$ cat src/rtl/memory_stage_pkg.sv
// Shared types and constants for the memory access stage.
package memory_stage_pkg;

  typedef enum logic [0:0] {IDLE, ACCESS} mem_state_t;

  localparam logic [1:0] SZ_BYTE = 2'b00;
  localparam logic [1:0] SZ_HALF = 2'b01;
  localparam logic [1:0] SZ_WORD = 2'b10;

  // Size 2'b11 behaves as a word access.
  function automatic logic is_misaligned(input logic [1:0] size, input logic [1:0] off);
    return ((size == SZ_HALF) && off[0]) || ((size[1] == 1'b1) && (off != 2'b00));
  endfunction

endpackage

$ cat src/rtl/load_store_align.sv
// Combinational byte-lane steering for stores and extraction/extension for loads.
module load_store_align
  import memory_stage_pkg::*;
(
  input  logic [1:0]  size,
  input  logic [1:0]  offset,
  input  logic [31:0] rs2,
  input  logic [1:0]  ld_size,
  input  logic [1:0]  ld_offset,
  input  logic        ld_unsigned,
  input  logic [31:0] rdata,
  output logic [3:0]  be,
  output logic [31:0] wdata,
  output logic [31:0] load_data
);

  logic [31:0] shifted;

  always_comb begin
    be    = 4'b1111;
    wdata = rs2;
    case (size)
      SZ_BYTE: begin
        be    = 4'b0001 << offset;
        wdata = {4{rs2[7:0]}};
      end
      SZ_HALF: begin
        be    = 4'b0011 << offset;
        wdata = {2{rs2[15:0]}};
      end
      default: begin
        be    = 4'b1111;
        wdata = rs2;
      end
    endcase
  end

  always_comb begin
    shifted   = rdata >> {ld_offset, 3'b000};
    load_data = rdata;
    case (ld_size)
      SZ_BYTE: load_data = ld_unsigned ? {24'b0, shifted[7:0]}
                                       : {{24{shifted[7]}}, shifted[7:0]};
      SZ_HALF: load_data = ld_unsigned ? {16'b0, shifted[15:0]}
                                       : {{16{shifted[15]}}, shifted[15:0]};
      default: load_data = rdata;
    endcase
  end

endmodule

$ cat src/rtl/memory_access_stage.sv
// Memory pipeline stage: req/ack data-bus access plus the Memory/Writeback register.
// Optional bus timeout enabled by defining MEM_TIMEOUT_EN.
module memory_access_stage
  import memory_stage_pkg::*;
#(
  parameter int unsigned TIMEOUT_CYCLES = 16,
  parameter int unsigned CNT_W          = 8
) (
  input  logic        MEMORY_CLOCK,
  input  logic        MEMORY_RESET,
  input  logic        EXEC_VALID,
  input  logic [31:0] EXEC_PC_4,
  input  logic [31:0] EXEC_ALU_RESULT,
  input  logic [31:0] EXEC_RS2,
  input  logic [1:0]  EXEC_RF_WR_SEL,
  input  logic        EXEC_REGWRITE,
  input  logic        EXEC_MEMWRITE,
  input  logic        EXEC_MEMREAD2,
  input  logic [1:0]  EXEC_SIZE,
  input  logic        EXEC_UNSIGNED,
  output logic        MEM_STALL,
  output logic        MEM_REQ,
  output logic        MEM_WE,
  output logic [31:0] MEM_ADDR,
  output logic [31:0] MEM_WDATA,
  output logic [3:0]  MEM_BE,
  input  logic        MEM_ACK,
  input  logic [31:0] MEM_RDATA,
  output logic        MEM_VALID,
  output logic [31:0] MEM_PC_4,
  output logic [31:0] MEM_ALU_RESULT,
  output logic [31:0] MEM_LOAD_DATA,
  output logic [1:0]  MEM_RF_WR_SEL,
  output logic        MEM_REGWRITE,
  output logic        MEM_MISALIGN,
  output logic        MEM_BUS_ERR
);

  if (64'(TIMEOUT_CYCLES) >= (64'd1 << CNT_W)) begin : g_bad_cfg
    $error("TIMEOUT_CYCLES does not fit in CNT_W bits");
  end

  mem_state_t state_q, state_d;
  logic        req_q, req_d, we_q, we_d;
  logic [31:0] addr_q, addr_d, wdata_q, wdata_d;
  logic [3:0]  be_q, be_d;

  // Pass-through fields held while the bus access is outstanding.
  logic [31:0] h_pc4_q, h_alu_q;
  logic [1:0]  h_sel_q, h_size_q;
  logic        h_regwrite_q, h_unsigned_q, h_store_q;

  logic        wb_valid_q, wb_regwrite_q, wb_misalign_q, wb_bus_err_q;
  logic [31:0] wb_pc4_q, wb_alu_q, wb_load_q;
  logic [1:0]  wb_sel_q;

  logic        accept, is_mem, misalign, start_access, retire_now, timeout, done;
  logic [3:0]  align_be;
  logic [31:0] align_wdata, align_load;

  load_store_align u_align (
    .size        (EXEC_SIZE),
    .offset      (EXEC_ALU_RESULT[1:0]),
    .rs2         (EXEC_RS2),
    .ld_size     (h_size_q),
    .ld_offset   (h_alu_q[1:0]),
    .ld_unsigned (h_unsigned_q),
    .rdata       (MEM_RDATA),
    .be          (align_be),
    .wdata       (align_wdata),
    .load_data   (align_load)
  );

  assign accept       = (state_q == IDLE) && EXEC_VALID;
  assign is_mem       = EXEC_MEMWRITE | EXEC_MEMREAD2;
  assign misalign     = is_mem && is_misaligned(EXEC_SIZE, EXEC_ALU_RESULT[1:0]);
  assign start_access = accept && is_mem && !misalign;
  assign retire_now   = accept && !start_access;
  assign done         = (state_q == ACCESS) && (MEM_ACK || timeout);

`ifdef MEM_TIMEOUT_EN
  logic [CNT_W-1:0] cnt_q;

  // MEM_ACK in the final cycle takes priority over the abort.
  assign timeout = (state_q == ACCESS) && !MEM_ACK && (cnt_q == CNT_W'(TIMEOUT_CYCLES - 1));

  always_ff @(posedge MEMORY_CLOCK) begin
    if (!MEMORY_RESET) begin
      cnt_q <= '0;
    end else if (start_access) begin
      cnt_q <= '0;
    end else if ((state_q == ACCESS) && !MEM_ACK) begin
      cnt_q <= cnt_q + 1'b1;
    end
  end
`else
  assign timeout = 1'b0;
`endif

  always_comb begin
    state_d = state_q;
    req_d   = req_q;
    we_d    = we_q;
    addr_d  = addr_q;
    wdata_d = wdata_q;
    be_d    = be_q;
    unique case (state_q)
      IDLE: begin
        if (start_access) begin
          state_d = ACCESS;
          req_d   = 1'b1;
          we_d    = EXEC_MEMWRITE;
          addr_d  = {EXEC_ALU_RESULT[31:2], 2'b00};
          wdata_d = align_wdata;
          be_d    = align_be;
        end
      end
      ACCESS: begin
        if (done) begin
          state_d = IDLE;
          req_d   = 1'b0;
          we_d    = 1'b0;
        end
      end
    endcase
  end

  always_ff @(posedge MEMORY_CLOCK) begin
    if (!MEMORY_RESET) begin
      state_q       <= IDLE;
      req_q         <= 1'b0;
      we_q          <= 1'b0;
      addr_q        <= '0;
      wdata_q       <= '0;
      be_q          <= '0;
      h_pc4_q       <= '0;
      h_alu_q       <= '0;
      h_sel_q       <= '0;
      h_size_q      <= '0;
      h_regwrite_q  <= 1'b0;
      h_unsigned_q  <= 1'b0;
      h_store_q     <= 1'b0;
      wb_valid_q    <= 1'b0;
      wb_pc4_q      <= '0;
      wb_alu_q      <= '0;
      wb_load_q     <= '0;
      wb_sel_q      <= '0;
      wb_regwrite_q <= 1'b0;
      wb_misalign_q <= 1'b0;
      wb_bus_err_q  <= 1'b0;
    end else begin
      state_q    <= state_d;
      req_q      <= req_d;
      we_q       <= we_d;
      addr_q     <= addr_d;
      wdata_q    <= wdata_d;
      be_q       <= be_d;
      wb_valid_q <= retire_now || done;
      if (start_access) begin
        h_pc4_q      <= EXEC_PC_4;
        h_alu_q      <= EXEC_ALU_RESULT;
        h_sel_q      <= EXEC_RF_WR_SEL;
        h_size_q     <= EXEC_SIZE;
        h_regwrite_q <= EXEC_REGWRITE;
        h_unsigned_q <= EXEC_UNSIGNED;
        h_store_q    <= EXEC_MEMWRITE;
      end
      if (retire_now) begin
        wb_pc4_q      <= EXEC_PC_4;
        wb_alu_q      <= EXEC_ALU_RESULT;
        wb_load_q     <= '0;
        wb_sel_q      <= EXEC_RF_WR_SEL;
        wb_regwrite_q <= EXEC_REGWRITE && !misalign;
        wb_misalign_q <= misalign;
        wb_bus_err_q  <= 1'b0;
      end else if (done) begin
        wb_pc4_q      <= h_pc4_q;
        wb_alu_q      <= h_alu_q;
        wb_load_q     <= (h_store_q || timeout) ? 32'b0 : align_load;
        wb_sel_q      <= h_sel_q;
        wb_regwrite_q <= h_regwrite_q && !timeout;
        wb_misalign_q <= 1'b0;
        wb_bus_err_q  <= timeout;
      end
    end
  end

  assign MEM_STALL      = (state_q == ACCESS);
  assign MEM_REQ        = req_q;
  assign MEM_WE         = we_q;
  assign MEM_ADDR       = addr_q;
  assign MEM_WDATA      = wdata_q;
  assign MEM_BE         = be_q;
  assign MEM_VALID      = wb_valid_q;
  assign MEM_PC_4       = wb_pc4_q;
  assign MEM_ALU_RESULT = wb_alu_q;
  assign MEM_LOAD_DATA  = wb_load_q;
  assign MEM_RF_WR_SEL  = wb_sel_q;
  assign MEM_REGWRITE   = wb_regwrite_q;
  assign MEM_MISALIGN   = wb_misalign_q;
  assign MEM_BUS_ERR    = wb_bus_err_q;

endmodule
$ cat config.mk
export PLATFORM = sky130hd
export DESIGN_NAME = memory_access_stage
export DESIGN_NICKNAME = d
export VERILOG_FILES = /design/src/rtl/memory_stage_pkg.sv /design/src/rtl/load_store_align.sv /design/src/rtl/memory_access_stage.sv
export SDC_FILE = /design/constraint.sdc
export NUM_CORES = 1
export LEC_CHECK = 0
export CORE_UTILIZATION = 45
export CTS_BUF_LIST = sky130_fd_sc_hd__clkbuf_16
export DETAILED_ROUTE_END_ITERATION = 12
export PLACE_DENSITY = 0.79
export SYNTH_ARGS = -nofsm -noshare
export SYNTH_HDL_FRONTEND = slang
export SYNTH_SLANG_ARGS = --single-unit
export TNS_END_PERCENT = 1
$ cat constraint.sdc
create_clock -name MEMORY_CLOCK -period 6.6 [get_ports MEMORY_CLOCK]
set_clock_uncertainty 0.05 [all_clocks]
set_input_delay 1.65 -clock MEMORY_CLOCK [delete_from_list [all_inputs] [get_ports MEMORY_CLOCK]]
set_output_delay 1.65 -clock MEMORY_CLOCK [all_outputs]
set_load 0.03 [all_outputs]
==> metrics <==
initial antenna violation count 0; Slew @ Worst Pin 1.15 ns; setup TNS 0 ns; Tmin final roughly 4.5 ns; initial drt markers roughly 500; final setup fails 0; Die Y between 100 and 150 um; total gr overflow 0; hold crit path type reg -> reg; DRT Wirelength about 30000 um; first-pass GRT wire length ~47000 um; CTS tree yes; RSZ-0062 raised after global routing no; status completed; root buf cell clkbuf_16; post-route ant nets 0; Post-Synthesis Cells roughly 1200; GRT Total Usage 0.266; Hold-fix buffers, CTS 0; worst hold start MEM_ADDR[13]; DPL Wire Length 19000 um; core area 20500 sq um; post-CTS sizing 0; max-slew violation count 0; Worst Hold End MEM_ADDR[13]; period utilization 0.678; FF-to-FF setup slack roughly 4.0 ns; Reg2Reg Depth 5; routed via count between 9000 and 10000; Post-Syn Area per Cell 8.25 sq um; GP Congestion between 0.8 and 0.9; Peak VDD IR roughly 0.19 mV; Leak Pwr 4.61 nW; Die ar. between 20000 and 25000 sq um; row count 52; Max Cap Viol 0; drt wl/cell roughly 18 um; Initial Utilization 0.464; Setup CP Type in -> reg; dpl cells roughly 1600; Area Overhead vs Synth 40.9%; IO Count between 300 and 400; fraction of layout cells with a size suffix above 1 0.0360; antenna diode count 0; largest net degree at the start of global routing about 130; Post-Synthesis Cell Area around 9500 sq um; Clock Sinks between 200 and 250; clock latency on the worst-skew pair roughly 0.53 ns; First-pass DRT Iterations 5; Crit path arrival time between 4 and 5 ns; port buffer count 309; Post-synth EDFFs 0; #FFs+latches synth approximately 240; detailed-route DRC error count 0; Final Hold Vio Count 0; die span in x 147 um; Worst Path Max Fanout 88; Area after DPL ~13000 sq um; FMAX between 200 and 250 MHz; async set-reset flop share out of synthesis 0; Cell Pwr Density 267 nW/um^2; Unique masters post-synth 43; vias in the first global route 8916; worst rel slew slack 0.235; TritonCTS buffer count 26; final std cells w/o fill roughly 1700; Startpoint Class primary input; Post-Layout Inst Area 13400 sq um; Reg-to-Reg Start MEM_STALL; total number of yosys warnings 0; H-tree depth 1; # Post-CTS Setup Buffers 0; Synth Flop Type dfxtp_1; CP endpoint kind register; WP data required 7.00 ns; clk buf depth 3; Layout Nets between 1500 and 2000; reg2reg end MEM_ADDR[16]; post-synthesis sequential area ratio 0.507; clock-pin slew on the worst setup and hold paths around 0.060 ns; depth of the worst hold-timing path 2; Via density ~5.6
-- area by class of cell --
type | count | area [sq um]
fill | 1729 | 7090
sequential | 241 | 4820
multi-input combinational | 806 | 4240
timing repair buffer | 320 | 3180
clock buffer | 27 | 676
tap | 270 | 338
clock inverter | 19 | 135
inverter | 3 | 16.3
-- worst max path at each step --
stage | from | endpoint | slack [ns] | cells past startpoint
floorplan | EXEC_ALU_RESULT[0] | MEM_ADDR[31] | 3.38 | 8
global placement | EXEC_SIZE[0] | h_alu_q[0] | 1.72 | 6
detailed placement | EXEC_SIZE[0] | h_alu_q[0] | 1.66 | 6
CTS | EXEC_SIZE[0] | MEM_ADDR[16] | 2.20 | 6
global route | EXEC_SIZE[0] | MEM_ADDR[16] | 1.95 | 6
finish | EXEC_SIZE[0] | MEM_ADDR[16] | 2.12 | 6
-- worst max-delay path: stages --
cell	delay, ns
clkdlybuf4s50_1	1.08
and2_1	0.43
or4_4	0.85
buf_4	0.48
nand2_1	0.12
a21oi_1	0.16
-- Yosys cell counts (2+ instances only) --
cell / count / share of area
nand3_1: 32 / 0.017
nand2b_1: 6 / 0.0039
buf_4: 4 / 0.0032
nand2_1: 301 / 0.12
nor2_1: 69 / 0.027
dfxtp_1: 241 / 0.51
mux2i_1: 27 / 0.028
inv_1: 2 / 0.00079
nand3b_1: 2 / 0.0016
and3b_1: 2 / 0.0018
a22oi_1: 53 / 0.042
a21oi_1: 175 / 0.092
a2bb2oi_1: 8 / 0.0074
buf_1: 4 / 0.0016
a211oi_1: 10 / 0.0079
a31oi_1: 8 / 0.0053
buf_2: 34 / 0.018
o21ai_0: 19 / 0.010
clkbuf_1: 64 / 0.025
and2_1: 10 / 0.0066
a311oi_1: 46 / 0.042
nor2b_1: 2 / 0.0013
o211ai_1: 8 / 0.0063
o221ai_1: 8 / 0.0074
-- routing by layer --
metal | routed length, um | GRT usage | up-vias | part of all wire
met2 | 14100 | 0.441 | 355 | 0.47
met3 | 3130 | 0.0877 | 67 | 0.10
met5 | 0 | 0 | - | 0
li1 | - | - | 4526 | -
met1 | 11800 | 0.319 | 4441 | 0.39
met4 | 1040 | 0.101 | 0 | 0.034
-- through the flow --
stage / utilization / setup slack [ns] / hold WS (ns) / power (W)
after floorplan: - / 3.38 / 0.386 / 0.00194
after global placement: 0.615 / 1.72 / 0.391 / 0.00220
after detailed placement: 0.615 / 1.66 / 0.397 / 0.00221
after CTS: 0.654 / 2.20 / 0.405 / 0.00360
after global routing: 0.654 / 1.95 / 0.418 / 0.00371
final: 0.654 / 2.12 / 0.402 / 0.00357
-- power by group --
part / total (W) / internal, W / switching, W
clock network: 0.00139 / 0.000811 / 0.000579
logic: 0.000601 / 0.000251 / 0.000350
registers: 0.00158 / 0.00154 / 0.0000480
total: 0.00357 / 0.00260 / 0.000976
-- cell families (layout without fill, tap and decap cells) --
group	after synthesis	in the layout	share of synthesized area
AOI/OAI and AO/OA	346	346	0.231
xor gates and xnor gates	1	1	0.000920
buffers and inverters	109	369	0.0490
DFF	241	241	0.507
muxes	27	27	0.0284
other	1	3	0.000394
and+or+nand+nor	429	429	0.183
-- cell usage in the layout (no fill, tap or decap), types with 2 or more instances in the layout --
| cell | instances |
|---|---|
| a311oi_1 | 46 |
| clkinv_1 | 8 |
| a211oi_1 | 10 |
| buf_4 | 11 |
| a22oi_1 | 53 |
| mux2i_1 | 27 |
| and2_1 | 9 |
| nand3_1 | 32 |
| o211ai_1 | 8 |
| a31oi_1 | 8 |
| nand3b_1 | 2 |
| nand2_1 | 300 |
| nand2b_1 | 6 |
| clkinv_2 | 3 |
| o21ai_0 | 19 |
| clkdlybuf4s50_1 | 309 |
| bufinv_16 | 2 |
| and3b_1 | 2 |
| conb_1 | 3 |
| clkinvlp_4 | 2 |
| a2bb2oi_1 | 8 |
| nor2b_1 | 2 |
| nor2_1 | 69 |
| clkbuf_16 | 27 |
| o221ai_1 | 8 |
| a21oi_1 | 175 |
| dfxtp_1 | 241 |
| inv_1 | 6 |
-- flip-flops by register name, summed over array words and instances (netlist names), 4 cells and up --
register        cells
MEM_PC_4           32
h_alu_q            32
MEM_ALU_RESULT     32
MEM_ADDR           30
MEM_WDATA          32
MEM_LOAD_DATA      32
MEM_BE              4
h_pc4_q            32
(Power assumes the default switching activity.)
